### src/rtl/multicycle_ctrl.sv
// rtl/multicycle_ctrl.sv - multicycle CPU control FSM: fetch, decode, execute, memory, writeback, halt
module multicycle_ctrl (
    input  logic        clk,
    input  logic        reset,
    input  logic [5:0]  op,
    input  logic [5:0]  funct,
    input  logic        zero,
    input  logic        mem_ready,
    output logic        pc_wrt,
    output logic        branch,
    output logic        jump,
    output logic        ir_wrt,
    output logic        mem_rd,
    output logic        mem_wr,
    output logic        reg_wrt,
    output logic        reg_dst,
    output logic        alu_src,
    output logic        mem_to_reg,
    output logic [2:0]  alu_op,
    output logic [2:0]  state,
    output logic        halted,
    output logic [31:0] retired
);

    typedef enum logic [2:0] {
        S_IF   = 3'd0,
        S_ID   = 3'd1,
        S_EX   = 3'd2,
        S_MEM  = 3'd3,
        S_WB   = 3'd4,
        S_HALT = 3'd5
    } state_t;

    typedef enum logic [3:0] {
        C_NOP, C_ADDU, C_SUBU, C_AND, C_OR, C_SLT,
        C_ADDIU, C_ORI, C_LW, C_SW, C_BEQ, C_J, C_HALT
    } cls_t;

    localparam logic [2:0] ALU_ADD = 3'b000;
    localparam logic [2:0] ALU_SUB = 3'b001;
    localparam logic [2:0] ALU_AND = 3'b010;
    localparam logic [2:0] ALU_OR  = 3'b011;
    localparam logic [2:0] ALU_SLT = 3'b100;

    state_t cur, nxt;
    cls_t   cls, dec_cls;

    always_comb begin
        dec_cls = C_NOP;
        case (op)
            6'b000000: begin
                case (funct)
                    6'b100001: dec_cls = C_ADDU;
                    6'b100011: dec_cls = C_SUBU;
                    6'b100100: dec_cls = C_AND;
                    6'b100101: dec_cls = C_OR;
                    6'b101010: dec_cls = C_SLT;
                    default:   dec_cls = C_NOP;
                endcase
            end
            6'b001001: dec_cls = C_ADDIU;
            6'b001101: dec_cls = C_ORI;
            6'b100011: dec_cls = C_LW;
            6'b101011: dec_cls = C_SW;
            6'b000100: dec_cls = C_BEQ;
            6'b000010: dec_cls = C_J;
            6'b111111: dec_cls = C_HALT;
            default:   dec_cls = C_NOP;
        endcase
    end

    always_ff @(posedge clk or posedge reset) begin
        if (reset) begin
            cur <= S_IF;
            cls <= C_NOP;
        end else begin
            cur <= nxt;
            if (cur == S_ID)
                cls <= dec_cls;
        end
    end

    always_ff @(posedge clk or posedge reset) begin
        if (reset)
            retired <= 32'd0;
        else if (pc_wrt)
            retired <= retired + 32'd1;
    end

    assign state  = cur;
    assign halted = (cur == S_HALT);

    // ID acts on the freshly decoded class; later states only see the registered one
    always_comb begin
        nxt        = S_IF;
        pc_wrt     = 1'b0;
        branch     = 1'b0;
        jump       = 1'b0;
        ir_wrt     = 1'b0;
        mem_rd     = 1'b0;
        mem_wr     = 1'b0;
        reg_wrt    = 1'b0;
        reg_dst    = 1'b0;
        alu_src    = 1'b0;
        mem_to_reg = 1'b0;
        alu_op     = ALU_ADD;
        case (cur)
            S_IF: begin
                mem_rd = 1'b1;
                if (mem_ready) begin
                    ir_wrt = 1'b1;
                    nxt    = S_ID;
                end else begin
                    nxt = S_IF;
                end
            end
            S_ID: begin
                case (dec_cls)
                    C_J: begin
                        pc_wrt = 1'b1;
                        jump   = 1'b1;
                        nxt    = S_IF;
                    end
                    C_HALT: nxt = S_HALT;
                    C_NOP: begin
                        pc_wrt = 1'b1;
                        nxt    = S_IF;
                    end
                    default: nxt = S_EX;
                endcase
            end
            S_EX: begin
                case (cls)
                    C_ADDU:  begin alu_op = ALU_ADD; nxt = S_WB; end
                    C_SUBU:  begin alu_op = ALU_SUB; nxt = S_WB; end
                    C_AND:   begin alu_op = ALU_AND; nxt = S_WB; end
                    C_OR:    begin alu_op = ALU_OR;  nxt = S_WB; end
                    C_SLT:   begin alu_op = ALU_SLT; nxt = S_WB; end
                    C_ADDIU: begin alu_src = 1'b1; alu_op = ALU_ADD; nxt = S_WB; end
                    C_ORI:   begin alu_src = 1'b1; alu_op = ALU_OR;  nxt = S_WB; end
                    C_LW, C_SW: begin
                        alu_src = 1'b1;
                        alu_op  = ALU_ADD;
                        nxt     = S_MEM;
                    end
                    C_BEQ: begin
                        alu_op = ALU_SUB;
                        pc_wrt = 1'b1;
                        branch = zero;
                        nxt    = S_IF;
                    end
                    default: nxt = S_IF;
                endcase
            end
            S_MEM: begin
                mem_rd = (cls == C_LW);
                mem_wr = (cls == C_SW);
                if (mem_ready) begin
                    if (cls == C_SW) begin
                        pc_wrt = 1'b1;
                        nxt    = S_IF;
                    end else begin
                        nxt = S_WB;
                    end
                end else begin
                    nxt = S_MEM;
                end
            end
            S_WB: begin
                reg_wrt    = 1'b1;
                pc_wrt     = 1'b1;
                reg_dst    = (cls == C_ADDU) || (cls == C_SUBU) || (cls == C_AND) ||
                             (cls == C_OR)   || (cls == C_SLT);
                mem_to_reg = (cls == C_LW);
                nxt        = S_IF;
            end
            S_HALT: nxt = S_HALT;
            default: nxt = S_IF;
        endcase
    end

endmodule

### config.mk
export PLATFORM = sky130hd
export DESIGN_NAME = multicycle_ctrl
export DESIGN_NICKNAME = d
export VERILOG_FILES = /design/src/rtl/multicycle_ctrl.sv
export SDC_FILE = /design/constraint.sdc
export NUM_CORES = 1
export LEC_CHECK = 0
export CAP_MARGIN = 20
export CORE_MARGIN = 4
export CORE_UTILIZATION = 52
export CTS_CLUSTER_DIAMETER = 50
export DETAILED_ROUTE_END_ITERATION = 16
export GPL_TIMING_DRIVEN = 0
export PLACE_DENSITY = 0.85
export SLEW_MARGIN = 20
export SYNTH_ARGS = -nofsm -noshare
export SYNTH_HDL_FRONTEND = slang
export SYNTH_SLANG_ARGS = --single-unit
### constraint.sdc
create_clock -name clk -period 6.2 [get_ports clk]
set_input_delay 0.62 -clock clk [delete_from_list [all_inputs] [get_ports clk]]
set_output_delay 0.62 -clock clk [all_outputs]
set_load 0.02 [all_outputs]
# == Yosys cells after proc, flatten, opt, wreduce, memory -nomap -nowiden ==
# Cells that the tools add are included.
# word_totals
out_inout_bits,49
register_bits,39
inputBits,16
# classes
n_eq_ne,29
n_mux,28
reduce_logical,13
add_sub_neg,1
# op_table
cell,count
"== test 6 bit, second input constant",8
"adder 32 x 1 -> 32 bit, second input constant",1
case mux 4 bit (8 select lines),1
case mux 3 bit (5 select lines),2
"== test 4 bit, second input constant",5
two-way mux 1 bit,17
"== test 4 x 3 -> 1 bit, second input constant",4
"== test 6 x 4 -> 1 bit, second input constant",2
case mux 3 bit (2 select lines),2
case mux 3 bit (4 select lines),1
two-way mux 3 bit,3
"== test 4 x 2 -> 1 bit, second input constant",2
OR reduction 2 bit,4
OR reduction 7 bit,1
"== test 3 x 2 -> 1 bit, second input constant",2
"== test 3 bit, second input constant",2
"== test 6 x 2 -> 1 bit, second input constant",1
"== test 6 x 3 -> 1 bit, second input constant",1
logical NOT 6 bit,1
"== test 4 x 1 -> 1 bit, second input constant",1
logical NOT 4 bit,1
logical OR 1 bit,4
case mux 1 bit (4 select lines),1
OR reduction 4 bit,1
3 further kinds,3

# == Longest topological paths before layout ==
# Gate-level depths: netlist of run 1.
# logic_depth
word_depth,7
ltp_mapped,8
depth_no_buf,6

# == Least setup slack after synthesis of run 1 ==
# No wires, ideal clock.
# synth_path
path_type,input to output
from,input op[0]
to,output pc_wrt
cell_stages,7
n_path_buf,2
setup_slack_ns,3.472
arrival_time_ns,2.108
required_time_ns,5.580
path_cell_list,buf_2 -> or3_1 -> a211o_1 -> nor2b_1 -> a41oi_4 -> buf_4 -> inv_1
# synth_between
elab_chain_cells,6
elab_cells_between_ends,14
classes_between,8 x eq/ne; 3 x mux; 3 x reduce/logical
# synth_lines
element,line_no,source
start: declaration,5,"input logic [5:0] op,"
"== test 6 bit, or another cell as far along",50,case (op)
case mux 4 bit (8 select lines) *,50,
== test 4 bit or logical NOT 4 bit (tied branches),118,case (dec_cls)
OR reduction 2 bit (no line) *,n/a,
two-way mux 1 bit *,118,
case mux 1 bit (4 select lines) *,107,case (cur)
end: declaration,9,"output logic pc_wrt,"
# Mark *: on every way between the ends. The rest lies on a longest branch, timed or not.

# == Worst setup path in the final report of run 1 ==
# layout_path
from,input op[3]
to,output pc_wrt
# Same word-level chain as after synthesis.

==> results of run 1 <==
-- critical path: cells and delay by family --
family / cells / cell delay [ns]
buf+inv: 4 / 1.36
simple gates: 2 / 0.72
compound gates: 2 / 0.54
-- sequential cells by signal, summed over array words and instances (netlist names) --
name and flops:
state 3, retired 32, cls 4
-- layout by cell type, fill, tap and decap left out, types with 4 or more instances in the layout --
master,synthesis,final
a21oi_1,10,10
nand4_1,7,7
nand3_1,16,16
nand2b_1,8,8
clkdlybuf4s50_1,0,63
nor4b_1,5,5
nor4_2,5,5
o21ai_0,7,7
clkbuf_8,0,5
nor2b_1,9,9
nand2_1,23,23
and2_1,4,4
xnor2_1,11,11
dfrtp_1,39,39
clkbuf_1,5,5
inv_1,8,7
nor3b_1,5,5
nor2_1,28,28
xor2_1,20,20
nor3_1,5,5
-- logic make-up (layout without fill, tap and decap cells) --
| group | Yosys count | in the layout | synth area share |
|---|---|---|---|
| simple gates | 135 | 135 | 0.324 |
| flops | 39 | 39 | 0.402 |
| compound gates | 37 | 37 | 0.114 |
| xor+xnor | 31 | 31 | 0.112 |
| buf+inv | 18 | 90 | 0.0340 |
| mux | 2 | 2 | 0.00927 |
| fa+ha+maj | 1 | 1 | 0.00515 |
-- per-stage QoR --
stage,power (W),setup slack (ns),instances
finish,0.000918,2.33,387
detailed placement,0.000712,2.37,379
global route,0.000972,2.22,387
CTS,0.000922,2.36,387
global placement,0.000698,2.41,378
floorplan,0.000574,3.47,263
-- cell type report --
| class | count | share of cell area |
|---|---|---|
| tap | 52 | 0.0200 |
| multi-input combinational | 206 | 0.421 |
| buffer | 10 | 0.0161 |
| inverter | 8 | 0.00922 |
| sequential | 39 | 0.300 |
| clock inverter | 3 | 0.0134 |
| clock buffer | 5 | 0.0211 |
| timing repair buffer | 64 | 0.200 |
-- worst paths after layout --
kind | to | cells past startpoint | start
setup / recovery | pc_wrt | 8 | op[3]
hold / removal | retired[9]$_DFFE_PP0P_ | 1 | retired[9]$_DFFE_PP0P_
setup reg to reg | retired[25]$_DFFE_PP0P_ | 7 | cls[0]$_DFFE_PP0N_
hold reg to reg | retired[9]$_DFFE_PP0P_ | 1 | retired[9]$_DFFE_PP0P_
max in group asynchronous | cls[0]$_DFFE_PP0N_ | 3 | reset
min in group asynchronous | retired[18]$_DFFE_PP0P_ | 2 | reset
-- per-layer routing --
metal / routed length, µm / share of wire / up-vias / GRT usage
li1: - / - / 1087 / -
met1: 2670 / 0.44 / 1098 / 0.262
met2: 2970 / 0.49 / 67 / 0.351
met3: 320 / 0.053 / 9 / 0.0579
met4: 72 / 0.012 / 0 / 0.0489
met5: 0 / 0 / - / 0
-- report_power, final --
| part | switching, W | internal, W |
|---|---|---|
| clock | 0.0000924 | 0.000120 |
| combinational | 0.000211 | 0.000158 |
| sequential | 0.0000455 | 0.000292 |
| total | 0.000349 | 0.000570 |
==> impl_metrics.toml, run 1 <==
[clock_network]
cts.sinks = 39
cts_tree = "yes"
cts_root_buffer = "clkbuf_8"
cts.repair.resized = 0
clock_latency_ns = 0.30
clockBufferDepth = 2
numCtsBuffers = 5
clk_pin_slew_worst_paths_ns = 0.08
htreeDepth = 2
post_cts_buffers = 0
ctsHoldBuffers = 0

[synth]
synth_area_mm2 = 0.00243
synth_common_cells = "dfrtp_1, nor2_1, nand2_1"
synth.yosys.seq_area_share = 0.402
synth.avg_cell_area_um2 = 9.23
synth_top_flop_cell = "dfrtp_1"
yosysTopAreaCell = "dfrtp_1"
synth_cell_types = 51
yosys_warnings = 0
synthTopCellsByArea = "dfrtp_1, xor2_1, nor2_1"
synth_top_area_frac = 0.402
synth_fp_nets = 280
synth_edf_count = 0
async_flop_share = 1.00
ys_seq_elements = 39
synth_cells = 263
yosysMostFrequentCell = "dfrtp_1"

[run_status]
status = "finished clean"

[layout]
nFillCells = 331
insertedDiodeCount = 0
fin_nets = 351
multiInputGateArea_mm2 = 0.00137
drive_above_1_share = 0.0776
final_util = 0.733
final_cell_area_mm2 = 0.00326
seqCellArea_um2 = 976
area_growth_pct = 34.1

[timing]
fin_skew_ns = 0.00763
hold_violations = 0
finalCriticalPeriod_ns = 3.87
grt_setup_unrepaired = "no"
max_freq_ghz = 0.259
setup_viol = 0
setup_tns_ns = 0
worst_slew_pin_slew_ns = 0.695
hold_ws_ns = 0.490
slew_viol_final = 0
period_share = 0.624
slew_headroom = 0.532

[detailed_routing]
routed_wl_um = 6030
wire_per_inst_um = 15.6
postRouteAntennaNets = 0
vias_per_cell = 5.84
vias = 2261
dr.pass1.iters = 4
drc_errors = 0
drt-initial-drc-count = 131

[die]
coreArea_mm2 = 0.00444
die_y_um = 76.3
die_area_mm2 = 0.00583
start_util = 0.546
ios = 65
die_w_um = 76.3
rows = 24

[global_routing]
overflow = 0
track_usage = 0.207
grt_pass1_vias = 2145
grt_pass1_wl_um = 10000
antenna_found_initial = 0
grt_max_degree = 33

[critical_path]
critPathCaptureType = "output port"
worstPathArrival_ns = 3.25
path_common_cell = "clkdlybuf4s50_1"
slowest_delay_ns = 0.54
crit_chain = "clkdlybuf4s50_1, nor3_1, and4b_1, o21ai_1, a41oi_4, buf_4, inv_1, clkdlybuf4s50_1"
startpoint_type = "input pin"
rrSetupSlack_ns = 3.87
critPathSlowestCell = "clkdlybuf4s50_1"
crit_required_ns = 5.58
crit_type = "in -> out"
path_max_fanout = 10

[placed_design]
place.gp.congestion = 0.838
io_buffers = 63
placed_area_mm2 = 0.00314
dpl.hpwl_um = 4470

[min_path]
hp-class = "reg -> reg"

[power_and_ir_drop]
total_leakage_power_nw = 1.38
power_density_mw_per_mm2 = 282
peakVddDrop_mv = 0.158

[flow_run]
drv_cap = 0
No activity file was read; power rests on OpenSTA's default activity.
==> run 2: changes to the inputs <==
--- a/config.mk
+++ b/config.mk
@@ -7,11 +7,11 @@
 export LEC_CHECK = 0
 export CAP_MARGIN = 20
 export CORE_MARGIN = 4
-export CORE_UTILIZATION = 52
+export CORE_UTILIZATION = 49
 export CTS_CLUSTER_DIAMETER = 50
 export DETAILED_ROUTE_END_ITERATION = 16
 export GPL_TIMING_DRIVEN = 0
-export PLACE_DENSITY = 0.85
+export PLACE_DENSITY = 0.81
 export SLEW_MARGIN = 20
 export SYNTH_ARGS = -nofsm -noshare
 export SYNTH_HDL_FRONTEND = slang
==> constraint.sdc (replaced) <==
create_clock -name clk -period 3.8 [get_ports clk]
set_input_delay 0.38 -clock clk [delete_from_list [all_inputs] [get_ports clk]]
set_output_delay 0.38 -clock clk [all_outputs]
set_load 0.02 [all_outputs]
==> impl_metrics.toml, run 2 (synthesis gave the netlist of run 1 again) <==
[run_status]
status = "finished clean"

[layout]
nFillCells = 401
insertedDiodeCount = 0
largest_reg_flops = 32
area_growth_pct = 35.7
regMostFlops = "retired"
drive_above_1_share = 0.0746
fin_nets = 351
final_common_cell = "clkdlybuf4s50_1"
mostFrequentLayoutCells = "clkdlybuf4s50_1, dfrtp_1, nor2_1, nand2_1, xor2_1"

[global_routing]
grt_pass1_wl_um = 10100
track_usage = 0.205
overflow = 0
grt_max_degree = 28
grt_pass1_vias = 2163
antenna_found_initial = 0

[placed_design]
dpl.hpwl_um = 4460
io_buffers = 63
place.gp.congestion = 0.852

[die]
die_w_um = 78.4
die_y_um = 78.4
rows = 25
coreArea_mm2 = 0.00475
die_area_mm2 = 0.00615
ios = 65
start_util = 0.511

[timing]
setup_viol = 0
fin_skew_ns = 0.00821
slew_headroom = 0.521
hold_violations = 0
setup_tns_ns = 0
period_share = 0.883
worst_slew_pin_slew_ns = 0.712
grt_setup_unrepaired = "no"
max_freq_ghz = 0.298
finalCriticalPeriod_ns = 3.36
slew_viol_final = 0

[critical_path]
worstPathArrival_ns = 2.98
critPathCaptureType = "output port"
slowest_delay_ns = 0.53
r2r-start = "retired[14]$_DFFE_PP0P_"
crit_type = "in -> out"
r2r-end = "retired[31]$_DFFE_PP0P_"
r2r_cells = 6
critPathSlowestCell = "clkdlybuf4s50_1"
crit_chain = "clkdlybuf4s50_1, nor3_1, and4b_1, o21ai_1, a41oi_4, buf_4, inv_1, clkdlybuf4s50_1"
path_common_cell = "clkdlybuf4s50_1"
path_max_fanout = 10
startpoint_type = "input pin"
crit_required_ns = 3.42
rrSetupSlack_ns = 1.39

[clock_network]
ctsHoldBuffers = 0
post_cts_buffers = 0
cts.sinks = 39
numCtsBuffers = 5
cts.repair.resized = 0
cts_root_buffer = "clkbuf_8"
htreeDepth = 2
clockBufferDepth = 2
cts_tree = "yes"
clk_pin_slew_worst_paths_ns = 0.08
clock_latency_ns = 0.29

[power_and_ir_drop]
swShare = 0.366
peakVddDrop_mv = 0.455
switchingPower_w = 0.000577
total_leakage_power_nw = 1.39
finalPower_w = 0.00157
power_frac_clock = 0.264
combPwrFrac = 0.385
power_density_mw_per_mm2 = 477
seq_power_share = 0.352
p_int_w = 0.000997

[min_path]
hp-class = "in -> async"

[flow_run]
drv_cap = 0

[detailed_routing]
postRouteAntennaNets = 0
vias_per_cell = 5.49
drt-initial-drc-count = 141
wire_per_inst_um = 15.1
vias = 2206
routed_wl_um = 6080
dr.pass1.iters = 4
drc_errors = 0
## run 2: per-stage QoR
step	hold WS [ns]	utilization	std cells	cell area, µm²	setup slack [ns]
floorplan	0.578	-	263	2430	1.52
global placement	0.459	0.661	393	3140	0.462
detailed placement	0.479	0.665	394	3160	0.459
CTS	0.356	0.693	402	3300	0.453
global route	0.359	0.693	402	3300	0.261
finish	0.348	0.693	402	3300	0.445
## run 2: worst max-delay path, delay by kind of cell
family                 cells  cell delay, ns
buffers and inverters      4            1.36
AOI/OAI and AO/OA          2            0.55
and+or+nand+nor            2            0.66
## run 2: final cells by class
class	count	area (µm²)	area share
timing repair buffer	64	651	0.197
multi-input combinational	206	1370	0.416
clock inverter	2	60.1	0.0182
clock buffer	6	72.6	0.0220
sequential	39	976	0.296
inverter	8	30.0	0.00911
tap	67	83.8	0.0254
buffer	10	52.6	0.0159
## run 2: how the worst max path moves through the flow
stage,start,end,slack [ns],depth (start not counted)
finish,op[3],pc_wrt,0.44,8
global route,op[3],pc_wrt,0.26,8
CTS,op[3],pc_wrt,0.45,8
detailed placement,op[3],pc_wrt,0.46,8
global placement,op[3],pc_wrt,0.46,8
floorplan,state[0]$_DFF_PP0_,pc_wrt,1.52,7
## run 2: routing by layer
layer	vias to the layer above	track usage	share of wire
met1	1067	0.281	0.48
met5	-	0	0
met2	57	0.328	0.47
met4	0	0.0612	0.0066
met3	4	0.0436	0.042
li1	1078	-	-
## run 2: power by group through the flow
stage                     combinational, W  clock, W  sequential [W]
after CTS                         0.000606  0.000416        0.000551
after global placement            0.000589         0        0.000553
final                             0.000606  0.000415        0.000553
after global routing              0.000665  0.000441        0.000566
after detailed placement          0.000604         0        0.000556
after floorplan                   0.000348         0        0.000588
